$ cat src/rtl/vm_display_pkg.sv
// Shared definitions for the vending-machine display path: mode codes,
// digit codes and the conversion FSM encoding used by encoder and decoder.
package vm_display_pkg;

    typedef enum logic [1:0] {
        MODE_IDLE   = 2'b00,
        MODE_MONEY  = 2'b01,
        MODE_CHANGE = 2'b10,
        MODE_ALERT  = 2'b11
    } mode_t;

    typedef enum logic {
        S_IDLE = 1'b0,
        S_CONV = 1'b1
    } conv_state_t;

    localparam logic [3:0] CODE_BLANK  = 4'b1111;
    localparam logic [3:0] CODE_EIGHT  = 4'b1000;
    localparam logic [3:0] CODE_ALERT  = 4'b1010;
    localparam logic [6:0] MAX_DISPLAY = 7'd99;

    function automatic logic [6:0] sat_display(input logic [6:0] value);
        return (value > MAX_DISPLAY) ? MAX_DISPLAY : value;
    endfunction

    // A leading zero in the tens place is never shown; the decoder renders
    // CODE_BLANK as empty in money mode and as '-' in change mode.
    function automatic logic [3:0] tens_code(input logic [3:0] tens);
        return (tens == 4'd0) ? CODE_BLANK : tens;
    endfunction

endpackage

$ cat src/rtl/bin2bcd_seq.sv
// Iterative subtract-10 binary-to-BCD converter for values 0..99 (inputs
// above 99 saturate). Takes tens+1 cycles per conversion.
module bin2bcd_seq
    import vm_display_pkg::*;
(
    input  logic        clk,
    input  logic        rst_n,
    input  logic        i_start,
    input  logic [6:0]  i_value,
    output logic        o_busy,
    output logic        o_done,
    output logic [3:0]  o_tens,
    output logic [3:0]  o_units,
    output conv_state_t o_state
);

    // Handshake: i_start is accepted on an edge only while o_busy is low.
    // o_busy is high from that edge until the edge on which o_done is high;
    // o_done is a combinational one-cycle strobe, and o_tens/o_units are
    // final and stable whenever o_done is high.
    conv_state_t r_state;
    conv_state_t w_state_nxt;
    logic [6:0]  r_rem;
    logic [6:0]  w_rem_nxt;
    logic [3:0]  r_tens;
    logic [3:0]  w_tens_nxt;
    logic        w_done;

    always_ff @(posedge clk or negedge rst_n) begin
        if (!rst_n) begin
            r_state <= S_IDLE;
        end else begin
            r_state <= w_state_nxt;
        end
    end

    always_ff @(posedge clk or negedge rst_n) begin
        if (!rst_n) begin
            r_rem  <= 7'd0;
            r_tens <= 4'd0;
        end else begin
            r_rem  <= w_rem_nxt;
            r_tens <= w_tens_nxt;
        end
    end

    always_comb begin
        w_state_nxt = r_state;
        w_rem_nxt   = r_rem;
        w_tens_nxt  = r_tens;
        w_done      = 1'b0;
        case (r_state)
            S_IDLE: begin
                if (i_start) begin
                    w_rem_nxt   = sat_display(i_value);
                    w_tens_nxt  = 4'd0;
                    w_state_nxt = S_CONV;
                end
            end
            S_CONV: begin
                if (r_rem >= 7'd10) begin
                    w_rem_nxt  = r_rem - 7'd10;
                    w_tens_nxt = r_tens + 4'd1;
                end else begin
                    w_done      = 1'b1;
                    w_state_nxt = S_IDLE;
                end
            end
            default: w_state_nxt = S_IDLE;
        endcase
    end

    assign o_busy  = (r_state == S_CONV);
    assign o_done  = w_done;
    assign o_tens  = r_tens;
    assign o_units = r_rem[3:0];
    assign o_state = r_state;

endmodule

$ cat src/rtl/display_encoder.sv
// Converts a money/change amount into tens/units display codes, plus the
// change-mode flag, alert pattern and a blinking '8' for the idle display.
module display_encoder
    import vm_display_pkg::*;
#(
    parameter int BLINK_DIV = 25000000,
    parameter int CNT_W     = $clog2(BLINK_DIV)
) (
    input  logic       clk,
    input  logic       rst_n,
    input  logic       load,
    input  logic [1:0] mode_in,
    input  logic [6:0] value_in,
    output logic [3:0] Eout1,
    output logic [3:0] Eout2,
    output logic       state_o,
    output logic       busy,
    output logic       valid
);

    localparam logic [CNT_W-1:0] CNT_MAX = CNT_W'(BLINK_DIV - 1);

    mode_t             r_pend_mode;
    mode_t             r_disp_mode;
    logic [3:0]        r_eout1;
    logic [3:0]        r_eout2;
    logic              r_state_o;
    logic              r_valid;
    logic [CNT_W-1:0]  r_cnt;
    logic              r_phase;

    mode_t             w_mode_in;
    logic              w_start;
    logic [6:0]        w_conv_value;
    logic              w_conv_busy;
    logic              w_conv_done;
    logic [3:0]        w_conv_tens;
    logic [3:0]        w_conv_units;
    conv_state_t       w_conv_state;

    assign w_mode_in = mode_t'(mode_in);
    assign w_start   = load && (w_conv_state == S_IDLE);
    // Idle and alert displays carry no number, so convert zero for them.
    assign w_conv_value = ((w_mode_in == MODE_IDLE) || (w_mode_in == MODE_ALERT))
                          ? 7'd0 : value_in;

    bin2bcd_seq u_bin2bcd (
        .clk     (clk),
        .rst_n   (rst_n),
        .i_start (w_start),
        .i_value (w_conv_value),
        .o_busy  (w_conv_busy),
        .o_done  (w_conv_done),
        .o_tens  (w_conv_tens),
        .o_units (w_conv_units),
        .o_state (w_conv_state)
    );

    // The requested mode is held aside until the conversion finishes so the
    // visible display never changes mid-conversion.
    always_ff @(posedge clk or negedge rst_n) begin
        if (!rst_n) begin
            r_pend_mode <= MODE_IDLE;
        end else if (w_start) begin
            r_pend_mode <= w_mode_in;
        end
    end

    always_ff @(posedge clk or negedge rst_n) begin
        if (!rst_n) begin
            r_disp_mode <= MODE_IDLE;
            r_eout1     <= CODE_BLANK;
            r_eout2     <= CODE_BLANK;
            r_state_o   <= 1'b0;
            r_valid     <= 1'b0;
            r_cnt       <= '0;
            r_phase     <= 1'b0;
        end else begin
            r_valid <= w_conv_done;
            if (w_conv_done) begin
                r_disp_mode <= r_pend_mode;
                r_cnt       <= '0;
                r_phase     <= 1'b0;
                r_state_o   <= (r_pend_mode == MODE_CHANGE);
                case (r_pend_mode)
                    MODE_MONEY, MODE_CHANGE: begin
                        r_eout1 <= tens_code(w_conv_tens);
                        r_eout2 <= w_conv_units;
                    end
                    MODE_ALERT: begin
                        r_eout1 <= CODE_ALERT;
                        r_eout2 <= CODE_ALERT;
                    end
                    default: begin
                        r_eout1 <= CODE_BLANK;
                        r_eout2 <= CODE_BLANK;
                    end
                endcase
            end else if (r_disp_mode == MODE_IDLE) begin
                // Outputs are loaded together with the phase toggle so the
                // visible blink lines up with the wrap edge.
                if (r_cnt == CNT_MAX) begin
                    r_cnt   <= '0;
                    r_phase <= ~r_phase;
                    r_eout1 <= r_phase ? CODE_BLANK : CODE_EIGHT;
                    r_eout2 <= r_phase ? CODE_BLANK : CODE_EIGHT;
                end else begin
                    r_cnt <= r_cnt + 1'b1;
                end
            end
        end
    end

    assign Eout1   = r_eout1;
    assign Eout2   = r_eout2;
    assign state_o = r_state_o;
    assign busy    = w_conv_busy;
    assign valid   = r_valid;

endmodule

$ cat config.mk
export PLATFORM = sky130hd
export DESIGN_NAME = display_encoder
export DESIGN_NICKNAME = d
export VERILOG_FILES = /design/src/rtl/vm_display_pkg.sv /design/src/rtl/bin2bcd_seq.sv /design/src/rtl/display_encoder.sv
export SDC_FILE = /design/constraint.sdc
export NUM_CORES = 1
export LEC_CHECK = 0
export CORE_UTILIZATION = 40
export DETAILED_ROUTE_END_ITERATION = 6
export SLEW_MARGIN = 0
export SYNTH_ARGS = -nofsm -noshare
export SYNTH_HDL_FRONTEND = slang
export SYNTH_SLANG_ARGS = --single-unit
$ cat constraint.sdc
create_clock -name clk -period 4.3 [get_ports clk]
set_input_delay 0.645 -clock clk [delete_from_list [all_inputs] [get_ports clk]]
set_output_delay 0.645 -clock clk [all_outputs]
set_load 0.02 [all_outputs]
==> results.tsv <==
stage	metric	value	unit
global_route	GRT met3 Usage	2.99	%
run	max-cap violations	0	
clock_tree	Post-CTS Setup Bufs	0	
placed_design	number of buffers added on ports	22	
floorplanning	Row Count	31	
worst_setup_path	Max FO, Critical Path	19	
sta	min setup slack post-route	1790	ps
global_route	gr busiest metal	met2	
clock_tree	CTS tree	built	
floorplanning	CORE AREA	7250	um^2
global_route	met1 GRT Util	25.4	%
hold_path	worst hold path class	input pin to async pin	
synth	most common cell in the netlist	nand2_1	
worst_setup_path	crit path kind	flop to flop	
layout	final net count	369	
power_and_ir_drop	Max IR drop VDD	0.318	mV
sta	fmax	398	MHz
sta	setup TNS	0	ps
route	# DRC	0	
clock_tree	Reg clk slew, reported paths	100	ps
clock_tree	Longest Clk Path Bufs	2	
sta	RSZ-0062 raised after global routing	false	
worst_setup_path	endpoint type of the worst setup path	flop	
synth	Post-Syn Area	3000	um^2
placed_design	pre-CTS setup slack	1790	ps
run_status	status	finished clean	
global_route	first-pass GRT wire length	11600	um
synth	Mean Syn Cell Area	9.04	um^2
sta	fin crit share	58.4	%
placed_design	detailed placement HPWL	4750	um
floorplanning	die area	7850	um^2
synth	Post-Synthesis Cells	332	
clock_tree	clk root buf	clkbuf_8	
layout	Register Area	1310	um^2
floorplanning	Die Ht	88.6	um
global_route	gr ovfl total	0	
worst_setup_path	RR Endpoint	Eout1[0]	
clock_tree	PostCTS Resize Cnt	0	
sta	Worst Skew	9.64	ps
sta	final hold vios	0	
worst_setup_path	path depth of the worst reg2reg path	5	
clock_tree	hold_buf cts	0	
clock_tree	Clock Sink Count	52	
synth	synthesized flop and latch total	52	
sta	min Tclk post-route	2510	ps
worst_setup_path	Worst EP arrival	2730	ps
synth	register area share after synthesis	43.7	%
synth	top post-synthesis cells by area	dfrtp_1 37%, dfstp_2 7.0%, nand2_1 5.8%	
route	ANT nets after route	0	
global_route	largest net degree at the start of global routing	32	
floorplanning	Initial Utilization	41.4	%
route	average vias per placed instance	5.50	
clock_tree	clock buffers created by TritonCTS	5	
global_route	vias in the first global route	2478	
layout	n_diodes	0	
route	initial DRC count	191	
sta	Slew Viols, Final	0	
worst_setup_path	startpoint types	flop	
synth	share of Yosys cell area claimed by the top area cell type	36.7	%
route	final WL	6670	um
layout	layout cells sized above 1	9.40	%
synth	predominant post-synthesis flop cell	dfrtp_1	
route	total number of vias	2475	
sta	relative slew slack	51.0	%
sta	Finish-stage setup viols	0	
power_and_ir_drop	total power	2.00	mW
floorplanning	Die W	88.6	um
worst_setup_path	Crit Reg-Reg Startpoint	r_disp_mode[1]	
power_and_ir_drop	LEAKAGE	1.37	nW
synth	EDFF count, synth	0	
layout	FILL cells	728	
clock_tree	H-Tree Depth	2	
clock_tree	latest clock arrival within the worst-skew pair	300	ps
route	routed len/inst	14.8	um
synth	syn_nets	351	
global_route	overall global routing resource usage	19.1	%
worst_setup_path	Critical Path RT	4520	ps
global_route	global routing usage on met2	32.4	%
sta	Slew @ Worst Pin	734	ps
placed_design	GPL Wtd Cong	0.828	
synth	Cell variety after synth	57	
layout	Multi-input gate area	1580	um^2
global_route	initial antenna violation count	0	
synth	Synth top cells by count	46 x nand2_1, 44 x dfrtp_1, 24 x o21ai_0, 22 x nand3_1, 22 x nor2_1	
route	DRT Pass-1 Iters	4	
synth	post-synth top area cell	dfrtp_1	
synth	ys async rst share	100	%
synth	Synthesis Warnings	0	
floorplanning	Ports	23	
worst_setup_path	R2R Setup Slk	1790	ps
power_and_ir_drop	pwr dens	586	nW/um^2
layout	Layout Area Growth over Synthesis	13.5	%
-- state kept, by name (all words and copies together) (netlist names) --
register	flops
Eout1	4
Eout2	4
r_cnt	25
r_disp_mode	2
r_pend_mode	2
r_phase	1
state_o	1
u_bin2bcd.o_busy	1
u_bin2bcd.o_tens	4
u_bin2bcd.r_rem	7
valid	1
-- per-layer routing --
| metal | wire [um] | vias to the layer above |
|---|---|---|
| met5 | 0 | - |
| met4 | 60 | 0 |
| met3 | 174 | 7 |
| met2 | 3240 | 37 |
| met1 | 3200 | 1184 |
| li1 | - | 1247 |
-- cells by family (layout without fill, tap and decap cells) --
| family | after synthesis | after routing | synth area share, % |
|---|---|---|---|
| compound gates | 75 | 75 | 17.5 |
| xor+xnor | 14 | 14 | 4.09 |
| buf+inv | 29 | 48 | 3.79 |
| fa+ha+maj | 7 | 7 | 2.92 |
| flops | 52 | 52 | 43.7 |
| mux | 6 | 6 | 2.09 |
| simple gates | 149 | 149 | 25.9 |
-- placed cells by master, fill, tap and decap left out, types with 8 or more instances in the layout --
master	synthesis	layout
nand2_1	46	46
dfrtp_1	44	44
o21ai_0	24	24
nand3_1	22	22
nor2_1	22	22
clkdlybuf4s50_1	0	21
inv_1	15	15
a21oi_1	13	13
nor3_1	9	9
nand4_1	9	9
xnor2_1	9	9
dfstp_2	8	8
-- cell type report --
cell class | instances | share of cell area, %
well taps | 99 | 3.64
repair buffers | 25 | 6.98
multi-input cells | 251 | 46.3
clock buffers | 8 | 2.94
flip-flops and latches | 52 | 38.5
inverters | 15 | 1.65
-- report_power, final --
group          internal, mW  leakage, nW  switching [mW]
sequential            0.665        0.659           0.151
clock                 0.147       0.0515           0.157
combinational         0.371        0.656           0.505
total                  1.18         1.37           0.813
-- critical path: stages, from the launching register on --
cell and delay (ps):
dfrtp_1 390, or2_1 490, or3_4 510, nor4_4 620, nand3_2 250, o211ai_1 160
-- worst max-delay path by stage --
stage | startpoint | to | depth (start not counted)
5_1_grt | r_disp_mode[1] | Eout1[0] | 5
4_1_cts | r_disp_mode[1] | Eout1[0] | 5
3_3_place_gp | r_disp_mode[1] | Eout1[2] | 5
2_1_floorplan | u_bin2bcd.r_rem[1] | r_cnt[14] | 8
3_5_place_dp | r_disp_mode[1] | Eout1[0] | 5
6_report | r_disp_mode[1] | Eout1[0] | 5
-- stage by stage --
| step | instances | hold slack [ps] | cell area (um^2) | util, % |
|---|---|---|---|---|
| after global placement | 442 | 475 | 3300 | 45.6 |
| final | 450 | 327 | 3400 | 46.9 |
| after floorplan | 332 | 349 | 3000 | - |
| after CTS | 450 | 350 | 3400 | 46.9 |
| after global routing | 450 | 374 | 3400 | 46.9 |
| after detailed placement | 442 | 486 | 3300 | 45.6 |
(Power assumes the default switching activity.)
